$ cat src/rtl/sdr_send.sv
// Purpose: builds the fixed Metis reply for the port-1024 parser and streams it byte-serially to the UDP transmitter.
// Latency: ACK and udp_tx_request 1 cycle after a request is sampled; first byte 1 cycle after the udp_tx_enable grant.
// Backpressure: none while streaming; waits in REQUEST for a grant, bounded by TIMEOUT_CYCLES when SDR_SEND_TIMEOUT_EN is defined.
module sdr_send #(
    parameter int PAYLOAD_LEN    = 60,
    parameter int TIMEOUT_CYCLES = 2_000_000
) (
    input  logic        tx_clock,
    input  logic        reset,
    input  logic        discovery_reply,
    input  logic        erase_done,
    input  logic        send_more,
    input  logic        running,
    input  logic [47:0] local_mac,
    input  logic [7:0]  code_version,
    input  logic [7:0]  board_type,
    input  logic        udp_tx_enable,
    output logic        discovery_ACK,
    output logic        erase_ACK,
    output logic        send_more_ACK,
    output logic        sending_sync,
    output logic        udp_tx_request,
    output logic [15:0] udp_tx_length,
    output logic [7:0]  udp_tx_data,
    output logic        udp_tx_valid,
    output logic        tx_timeout
);

    localparam int CW = $clog2(PAYLOAD_LEN) + 1;
    localparam logic [CW-1:0] LAST_BYTE = CW'(PAYLOAD_LEN - 1);

    typedef enum logic [1:0] {S_IDLE, S_REQUEST, S_SEND, S_DONE} state_t;
    typedef enum logic [1:0] {K_DISCOVERY, K_ERASE, K_MORE} kind_t;

    // Everything the reply depends on, frozen at capture time.
    typedef struct packed {
        kind_t       kind;
        logic        running;
        logic [47:0] mac;
        logic [7:0]  version;
        logic [7:0]  board;
    } meta_t;

    state_t        state, state_nxt;
    logic [CW-1:0] byte_cnt;
    meta_t         meta_q;
    logic          arm_disc, arm_erase, arm_more;
    logic          cap_disc, cap_erase, cap_more, cap_any;
    logic          timeout_hit;

    // Priority capture of armed requests, only while idle.
    always_comb begin
        cap_disc  = 1'b0;
        cap_erase = 1'b0;
        cap_more  = 1'b0;
        if (state == S_IDLE) begin
            if (discovery_reply && arm_disc) begin
                cap_disc = 1'b1;
            end else if (erase_done && arm_erase) begin
                cap_erase = 1'b1;
            end else if (send_more && arm_more) begin
                cap_more = 1'b1;
            end
        end
    end

    assign cap_any = cap_disc | cap_erase | cap_more;

    // Next-state decode; a grant wins over a timeout landing on the same cycle.
    always_comb begin
        state_nxt = state;
        case (state)
            S_IDLE:    if (cap_any) state_nxt = S_REQUEST;
            S_REQUEST: begin
                if (udp_tx_enable) begin
                    state_nxt = S_SEND;
                end else if (timeout_hit) begin
                    state_nxt = S_IDLE;
                end
            end
            S_SEND:    if (byte_cnt == LAST_BYTE) state_nxt = S_DONE;
            S_DONE:    state_nxt = S_IDLE;
            default:   state_nxt = S_IDLE;
        endcase
    end

    // State register.
    always_ff @(posedge tx_clock) begin
        if (reset) begin
            state <= S_IDLE;
        end else begin
            state <= state_nxt;
        end
    end

    // Byte index: cleared while waiting for a grant, stops at the last byte.
    always_ff @(posedge tx_clock) begin
        if (reset || state == S_REQUEST) begin
            byte_cnt <= '0;
        end else if (state == S_SEND && byte_cnt != LAST_BYTE) begin
            byte_cnt <= byte_cnt + CW'(1);
        end
    end

    // Arm flags: cleared by a capture, re-armed whenever the request is seen low.
    always_ff @(posedge tx_clock) begin
        if (reset) begin
            arm_disc  <= 1'b1;
            arm_erase <= 1'b1;
            arm_more  <= 1'b1;
        end else begin
            arm_disc  <= !discovery_reply || (arm_disc  && !cap_disc);
            arm_erase <= !erase_done      || (arm_erase && !cap_erase);
            arm_more  <= !send_more       || (arm_more  && !cap_more);
        end
    end

    // One-cycle acknowledge of whichever request was captured.
    always_ff @(posedge tx_clock) begin
        if (reset) begin
            discovery_ACK <= 1'b0;
            erase_ACK     <= 1'b0;
            send_more_ACK <= 1'b0;
        end else begin
            discovery_ACK <= cap_disc;
            erase_ACK     <= cap_erase;
            send_more_ACK <= cap_more;
        end
    end

    // Snapshot of reply kind and board identity at capture.
    always_ff @(posedge tx_clock) begin
        if (reset) begin
            meta_q <= '0;
        end else if (cap_any) begin
            meta_q.kind    <= cap_disc ? K_DISCOVERY : (cap_erase ? K_ERASE : K_MORE);
            meta_q.running <= running;
            meta_q.mac     <= local_mac;
            meta_q.version <= code_version;
            meta_q.board   <= board_type;
        end
    end

`ifdef SDR_SEND_TIMEOUT_EN
    localparam int TW = $clog2(TIMEOUT_CYCLES + 1);
    localparam logic [TW-1:0] TO_LAST = TW'(TIMEOUT_CYCLES - 1);

    logic [TW-1:0] to_cnt;

    // Counts cycles spent waiting for a grant; restarts on every new request.
    always_ff @(posedge tx_clock) begin
        if (reset || state != S_REQUEST) begin
            to_cnt <= '0;
        end else if (to_cnt != TO_LAST) begin
            to_cnt <= to_cnt + TW'(1);
        end
    end

    assign timeout_hit = (state == S_REQUEST) && (to_cnt == TO_LAST) && !udp_tx_enable;

    // Flags an abandoned request for one cycle.
    always_ff @(posedge tx_clock) begin
        if (reset) begin
            tx_timeout <= 1'b0;
        end else begin
            tx_timeout <= timeout_hit;
        end
    end
`else
    logic unused_timeout;
    assign unused_timeout = (TIMEOUT_CYCLES == 0);
    assign timeout_hit    = 1'b0;
    assign tx_timeout     = 1'b0;
`endif

    assign udp_tx_valid   = (state == S_SEND);
    assign udp_tx_request = (state == S_REQUEST);
    assign sending_sync   = (state == S_REQUEST) || (state == S_SEND);
    assign udp_tx_length  = udp_tx_request ? 16'(PAYLOAD_LEN) : 16'd0;

    // Payload byte map; everything past the board-type byte is zero padding.
    always_comb begin
        udp_tx_data = 8'h00;
        if (state == S_SEND) begin
            case (int'(byte_cnt))
                0:  udp_tx_data = 8'hEF;
                1:  udp_tx_data = 8'hFE;
                2: begin
                    case (meta_q.kind)
                        K_DISCOVERY: udp_tx_data = meta_q.running ? 8'h03 : 8'h02;
                        K_ERASE:     udp_tx_data = 8'h03;
                        default:     udp_tx_data = 8'h04;
                    endcase
                end
                3:  udp_tx_data = meta_q.mac[47:40];
                4:  udp_tx_data = meta_q.mac[39:32];
                5:  udp_tx_data = meta_q.mac[31:24];
                6:  udp_tx_data = meta_q.mac[23:16];
                7:  udp_tx_data = meta_q.mac[15:8];
                8:  udp_tx_data = meta_q.mac[7:0];
                9:  udp_tx_data = (meta_q.kind == K_DISCOVERY) ? meta_q.version : 8'h00;
                10: udp_tx_data = (meta_q.kind == K_DISCOVERY) ? meta_q.board : 8'h00;
                default: udp_tx_data = 8'h00;
            endcase
        end
    end

endmodule

$ cat config.mk
export PLATFORM = sky130hd
export DESIGN_NAME = sdr_send
export DESIGN_NICKNAME = d
export VERILOG_FILES = /design/src/rtl/sdr_send.sv
export SDC_FILE = /design/constraint.sdc
export NUM_CORES = 1
export LEC_CHECK = 0
export ABC_AREA = 0
export CAP_MARGIN = 20
export CELL_PAD_IN_SITES_DETAIL_PLACEMENT = 1
export CELL_PAD_IN_SITES_GLOBAL_PLACEMENT = 1
export CORE_ASPECT_RATIO = 1.4
export CORE_UTILIZATION = 31
export CTS_CLUSTER_SIZE = 28
export DETAILED_ROUTE_END_ITERATION = 8
export HOLD_SLACK_MARGIN = 0.08
export MAX_ROUTING_LAYER = met4
export PLACE_DENSITY = 0.77
export SLEW_MARGIN = 20
export SYNTH_ARGS = -nofsm -noshare
export SYNTH_HDL_FRONTEND = slang
export SYNTH_SLANG_ARGS = --single-unit
$ cat constraint.sdc
create_clock -name tx_clock -period 1.85 [get_ports tx_clock]
set_clock_uncertainty 0.15 [all_clocks]
set_input_delay 0.185 -clock tx_clock [delete_from_list [all_inputs] [get_ports tx_clock]]
set_output_delay 0.185 -clock tx_clock [all_outputs]
set_load 0.05 [all_outputs]
==> impl_metrics.csv, run 1 <==
group,metric,value,unit
status,run_status,"finished, violations left",
status,violations,"setup timing",
clock_network,root_buffer,"clkbuf_16",
final_layout,layout.nets,679,
global_route,grt_pass1_vias,4051,
global_route,grt_usage,22.29,%
power,p_int,4.935,mW
final_layout,syn2layout_area_growth,56.40,%
floorplanning,core_area,0.01176,mm2
floorplanning,dieHeight,131.7,um
sta,fin_ws,-598.9,ps
critical_path,cp_slowest_cell,"dfxtp_4",
final_layout,drive_gt1_share,23.76,%
route,drcViolationCount,0,
route,ant_nets,0,
floorplanning,die_area,0.01246,mm2
critical_path,critPathMaxStageDelay,390,ps
route,wire_per_inst,17.42,um
final_layout,final_common_cell,"nand2_1",
clock_network,clk_pin_slew,70,ps
power,power.leakage,2.245,nW
route,drt-initial-drc-count,140,
floorplanning,num_io_pins,102,
run,maxCapViolCount,0,
yosys,synth_compound_area_share,19.76,%
clock_network,cts_buffers,9,
sta,fin_crit_sh,132.4,%
placement,portBuffers,88,
floorplanning,rows,47,
critical_path,startpoint_type,"register",
clock_network,htree_levels,3,
yosys,synth_mux_area_share,1.613,%
yosys,synth_top_family_by_area,"simple AND/OR/NAND/NOR gates",
sta,hold_violations,0,
route,dr.pass1.iters,4,
power,clkPwrFrac,23.1,%
yosys,synth_warnings,0,
route,avgViaCountPerCell,5.028,
yosys,syn_area,0.003722,mm2
final_layout,fill_cells,1391,
sta,max_freq,0.4083,GHz
critical_path,arrival,2110,ps
critical_path,crit_path_end_kind,"primary output",
placement,gp_congestion,0.8955,
power,comb_power_share,46.7,%
critical_path,crit_fanout,8,
yosys,syn_inst,482,
yosys,synth-simple-area-share,22.89,%
power,pwr-share-seq,30.3,%
final_layout,final_cells,753,
sta,fin_tns_setup,-4560,ps
clock_network,cts_num_sinks,82,
global_route,gr-total-overflow,0,
placement,dpl_worst_slack,-284.6,ps
critical_path,crit_chain,"inv_4, ha_4, buf_6, a222oi_1, o22ai_1, a211oi_2, nor2_4, buf_12",
sta,hold_ws,218.5,ps
clock_network,cts.path.max_buffers,2,
yosys,synth_edf_count,0,
global_route,grt_start_max_net_pins,61,
final_layout,final_cell_mix,"nand2_1 (150), dfxtp_1 (79), a21oi_1 (72)",
yosys,ys_ff_latch,82,
placement,dp_hpwl,9807,um
clock_network,cts_tree,"built",
floorplanning,die_w,94.61,um
power,cellPowerDensity,1400,mW/mm2
route,wl,13120,um
yosys,yosysSeqAreaShare,44.10,%
placement,dp_cells,726,
yosys,synth-xor-area-share,0.9412,%
floorplanning,start_util,31.65,%
critical_path,path_class,"register to primary output",
hold_path,hold_class,"primary input to register",
yosys,synth-adder-area-share,2.353,%
sta,rsz0062_at_grt,"true",
final_layout,antenna_cells,0,
yosys,synthDistinctLibCells,42,
global_route,grt_pass1_wl,20450,um
route,dr_total_vias,3786,
yosys,avgSynthCellArea,7.723,um2
critical_path,cp_data_required_time,1510,ps
sta,setup_viol,8,
global_route,grt_antenna_before_repair,0,
yosys,synthArstFlopShare,0,%
power,p_sw_share,39.46,%
clock_network,clock_latency,340,ps
power,ir_drop,0.5346,mV
sta,drv_slew,0,
power,p_sw,3.218,mW
sta,post-route-min-period,2449,ps
yosys,synth_top_flop_cell,"dfxtp_1",
flip-flops by register name, summed over array words and instances, names as in the netlist:
signal and flops:
state 2, meta_q 67, arm_disc 1, byte_cnt 7, send_more_ACK 1, discovery_ACK 1, erase_ACK 1, arm_erase 1
arm_more 1
kinds of logic after synthesis:
group | after synthesis
XOR/XNOR | 4
AO/OA/AOI/OAI | 123
AND/OR/NAND/NOR | 201
multiplexers | 6
buffers and inverters | 58
adder cells (fa/ha/maj) | 7
flip-flops | 82
other | 1
final cells by class:
class / instances / area, um2 / share of cell area, %
Sequential cell: 82 / 1650 / 28.35
Clock inverter: 5 / 60.06 / 1.032
Inverter: 10 / 42.54 / 0.7307
Multi-Input combinational cell: 354 / 2102 / 36.11
Timing Repair Buffer: 144 / 1529 / 26.26
Clock buffer: 11 / 254.0 / 4.363
Tap cell: 147 / 183.9 / 3.159
cell usage after synthesis, types with 2 or more instances:
library cell,count,share of area [%]
nand2_1,153,15
dfxtp_1,82,44
a21oi_1,80,11
nor2_1,19,1.9
buf_4,18,3.6
buf_2,17,2.3
clkbuf_1,13,1.3
a22oi_1,10,2.0
inv_1,9,0.91
o22ai_1,9,1.5
nor3_1,8,1.1
ha_1,7,2.4
a222oi_1,6,1.6
mux2i_1,6,1.6
nand3_1,5,0.67
a211oi_1,3,0.60
a31oi_1,3,0.50
nand4_1,3,0.50
o21ai_0,3,0.40
a22o_1,2,0.47
nor2b_1,2,0.34
or3_1,2,0.34
xnor2_1,2,0.47
xor2_1,2,0.47
stage by stage:
step	utilization, %	cell area, um2	power (mW)
2_1_floorplan	-	4006	4.582
3_3_place_gp	45.28	5325	5.989
3_5_place_dp	45.28	5325	6.093
4_1_cts	48.52	5707	8.003
5_1_grt	49.50	5822	8.585
6_report	49.50	5822	8.153
path summary, 6_finish.rpt:
kind	cells after the start	to	slack [ps]	start
setup / recovery	8	udp_tx_data[2]	-600	byte_cnt[0]$_SDFFE_PP0N_
hold / removal	2	arm_erase$_SDFF_PP1_	220	erase_done
setup reg to reg	7	byte_cnt[1]$_SDFFE_PP0N_	50	byte_cnt[1]$_SDFFE_PP0N_
hold reg to reg	2	meta_q[37]$_SDFFE_PP0P_	310	meta_q[37]$_SDFFE_PP0P_
critical path, delay by kind of cell, from the launching register on:
family	cells	cell delay, ps
AO/OA/AOI/OAI	3	780
AND/OR/NAND/NOR	1	70
buffers and inverters	3	340
adder cells (fa/ha/maj)	1	180
flip-flops	1	390
repair_timing:
item | 4_1_cts | 5_1_grt
gates cloned | 0 | 1
resized for setup | 8 | 9
hold buffers | 1 | 0
pin swaps | 14 | 8
hold endpoints to repair | 5 | 0
setup buffers | 4 | 5
setup endpoints to repair | 14 | 13
power by group through the flow:
| stage | sequential [mW] | combinational (mW) | clock (mW) |
|---|---|---|---|
| after floorplan | 2.38 | 2.20 | 0 |
| after global placement | 2.48 | 3.51 | 0 |
| after detailed placement | 2.49 | 3.60 | 0 |
| after CTS | 2.46 | 3.64 | 1.90 |
| after global routing | 2.50 | 4.10 | 1.98 |
| final | 2.47 | 3.80 | 1.88 |
routing by layer:
layer	GRT usage (%)	wire, um	up-vias
met5	-	0	-
met4	11.28	604	0
met3	3.472	364	31
met2	38.97	7123	95
met1	23.68	5025	1817
li1	-	-	1843
(Power assumes the default switching activity.)
==> run 2: changes to the inputs <==
Settings changed: CORE_ASPECT_RATIO 1.4 to unset.
==> impl_metrics.csv, run 2 (same netlist as run 1, synthesis figures left out) <==
group,metric,value,unit
final_layout,fill_cells,1363,
status,violations,"DRC, setup timing",
global_route,grt_start_max_net_pins,47,
sta,setup_viol,12,
critical_path,crit_fanout,6,
sta,rsz0062_at_grt,"true",
critical_path,critPathMaxStageDelay,420,ps
final_layout,design_area,0.005779,mm2
final_layout,antenna_cells,0,
floorplanning,core_area,0.01156,mm2
clock_network,cts.path.max_buffers,2,
placement,dp_hpwl,10190,um
hold_path,hold_class,"primary input to register",
global_route,grt_pass1_vias,4001,
clock_network,htree_levels,3,
placement,gp_congestion,0.9203,
global_route,grt_pass1_wl,20810,um
global_route,grt_antenna_before_repair,0,
floorplanning,dieHeight,111.6,um
final_layout,final_cell_mix,"nand2_1 (151), dfxtp_1 (79), a21oi_1 (72)",
clock_network,clock_latency,340,ps
sta,fin_ws,-584.0,ps
floorplanning,rows,39,
critical_path,cpLargestDelayFamily,"compound AO/OA/AOI/OAI gates",
final_layout,largest_reg_flops,67,
sta,max_freq,0.4109,GHz
route,wl,13220,um
critical_path,arrival,2100,ps
final_layout,syn2layout_area_growth,55.26,%
sta,post-route-min-period,2434,ps
final_layout,largest_register,"meta_q",
placement,portBuffers,88,
route,wire_per_inst,17.72,um
critical_path,crit_chain,"buf_6, ha_4, a222oi_1, o22ai_1, a221oi_2, nor2_4, buf_12",
route,drcViolationCount,4,
floorplanning,start_util,32.19,%
final_layout,drive_gt1_share,22.72,%
critical_path,crit_path_end_kind,"primary output",
sta,hold_ws,233.2,ps
clock_network,root_buffer,"clkbuf_16",
critical_path,cp_data_required_time,1510,ps
final_layout,largestRegisters,"meta_q (67), byte_cnt (7), state (2)",
final_layout,layout.nets,676,
floorplanning,die_area,0.01245,mm2
route,dr_total_vias,3749,
critical_path,critPathBufInv,2,
clock_network,cts_buffers,9,
clock_network,cts_tree,"built",
placement,place_area,0.005325,mm2
route,dr.pass1.iters,7,
floorplanning,die_w,111.6,um
route,ant_nets,0,
power,ir_drop,0.6881,mV
final_layout,final_common_cell,"nand2_1",
global_route,grt_usage,22.40,%
critical_path,startpoint_type,"register",
clock_network,cts_num_sinks,82,
power,power.leakage,2.227,nW
power,cellPowerDensity,1383,mW/mm2
sta,fin_crit_sh,131.6,%
global_route,gr-total-overflow,0,
clock_network,clk_pin_slew,60,ps
run,maxCapViolCount,0,
route,drt-initial-drc-count,260,
route,avgViaCountPerCell,5.025,
floorplanning,num_io_pins,102,
critical_path,cp_slowest_cell,"a222oi_1",
sta,drv_slew,0,
sta,hold_violations,0,
status,run_status,"finished, violations left",
critical_path,path_class,"register to primary output",
==> run 2: worst reg2reg max path, delay by kind of cell, from the launching register on <==
family | cells | cell delay (ps)
muxes | 1 | 190
adders and majority gates | 1 | 350
AOI/OAI and AO/OA | 2 | 390
buffers and inverters | 1 | 200
DFF | 1 | 390
and+or+nand+nor | 2 | 170
==> run 2: power by group <==
part	total, mW	switching [mW]	internal (mW)
sequential	2.50	0.339	2.16
combinational	3.71	2.11	1.60
clock	1.78	0.736	1.04
==> run 2: per-stage QoR <==
step	power, mW	utilization (%)	TNS (ps)	std cells	worst slack [ps]
after floorplan	4.582	-	-324.7	494	-97.19
after global placement	5.975	46.05	-1262	721	-175.0
after detailed placement	6.097	46.05	-4204	721	-176.3
after CTS	8.006	49.78	-4478	746	-588.0
after global routing	8.385	49.97	-5492	746	-676.8
final	7.991	49.97	-4670	746	-584.0
==> run 2: path summary, 6_finish.rpt <==
kind | slack [ps] | from | cells after the start | end
worst max-delay path | -580 | byte_cnt[0]$_SDFFE_PP0N_ | 7 | udp_tx_data[0]
worst min-delay path | 230 | send_more | 2 | arm_more$_SDFF_PP1_
worst max register to register | -110 | byte_cnt[1]$_SDFFE_PP0N_ | 7 | state[1]$_SDFFE_PP0P_
worst min register to register | 310 | meta_q[5]$_SDFFE_PP0P_ | 2 | meta_q[5]$_SDFFE_PP0P_
==> run 2: area by class of cell <==
class,count,area [um2],area share [%]
tap,143,178.9,3.096
inverter,10,42.54,0.7361
timing repair buffer,141,1525,26.39
clock buffer,9,225.2,3.897
sequential,82,1650,28.56
multi-input combinational,354,2088,36.13
clock inverter,7,68.82,1.191
==> run 2: metal layers <==
layer | up-vias | part of all wire (%) | global-route usage, %
met4 | 0 | 1.7 | 8.108
met2 | 108 | 49 | 38.25
li1 | 1840 | - | -
met3 | 16 | 4.4 | 2.831
met1 | 1785 | 45 | 27.05
met5 | - | 0 | -
==> run 2: timing repair <==
item,CTS,global route
endpoints found under the hold margin,4,0
buffers inserted,8,0
setup endpoints to repair,12,16
resized for setup,15,4
pin swaps,15,1
hold buffers,1,0
==> run 3: changes to the inputs <==
Settings changed: CTS_CLUSTER_SIZE 28 to 24.
==> results of run 3 <==
Final layout, timing and power as in run 2 (identical DEF).
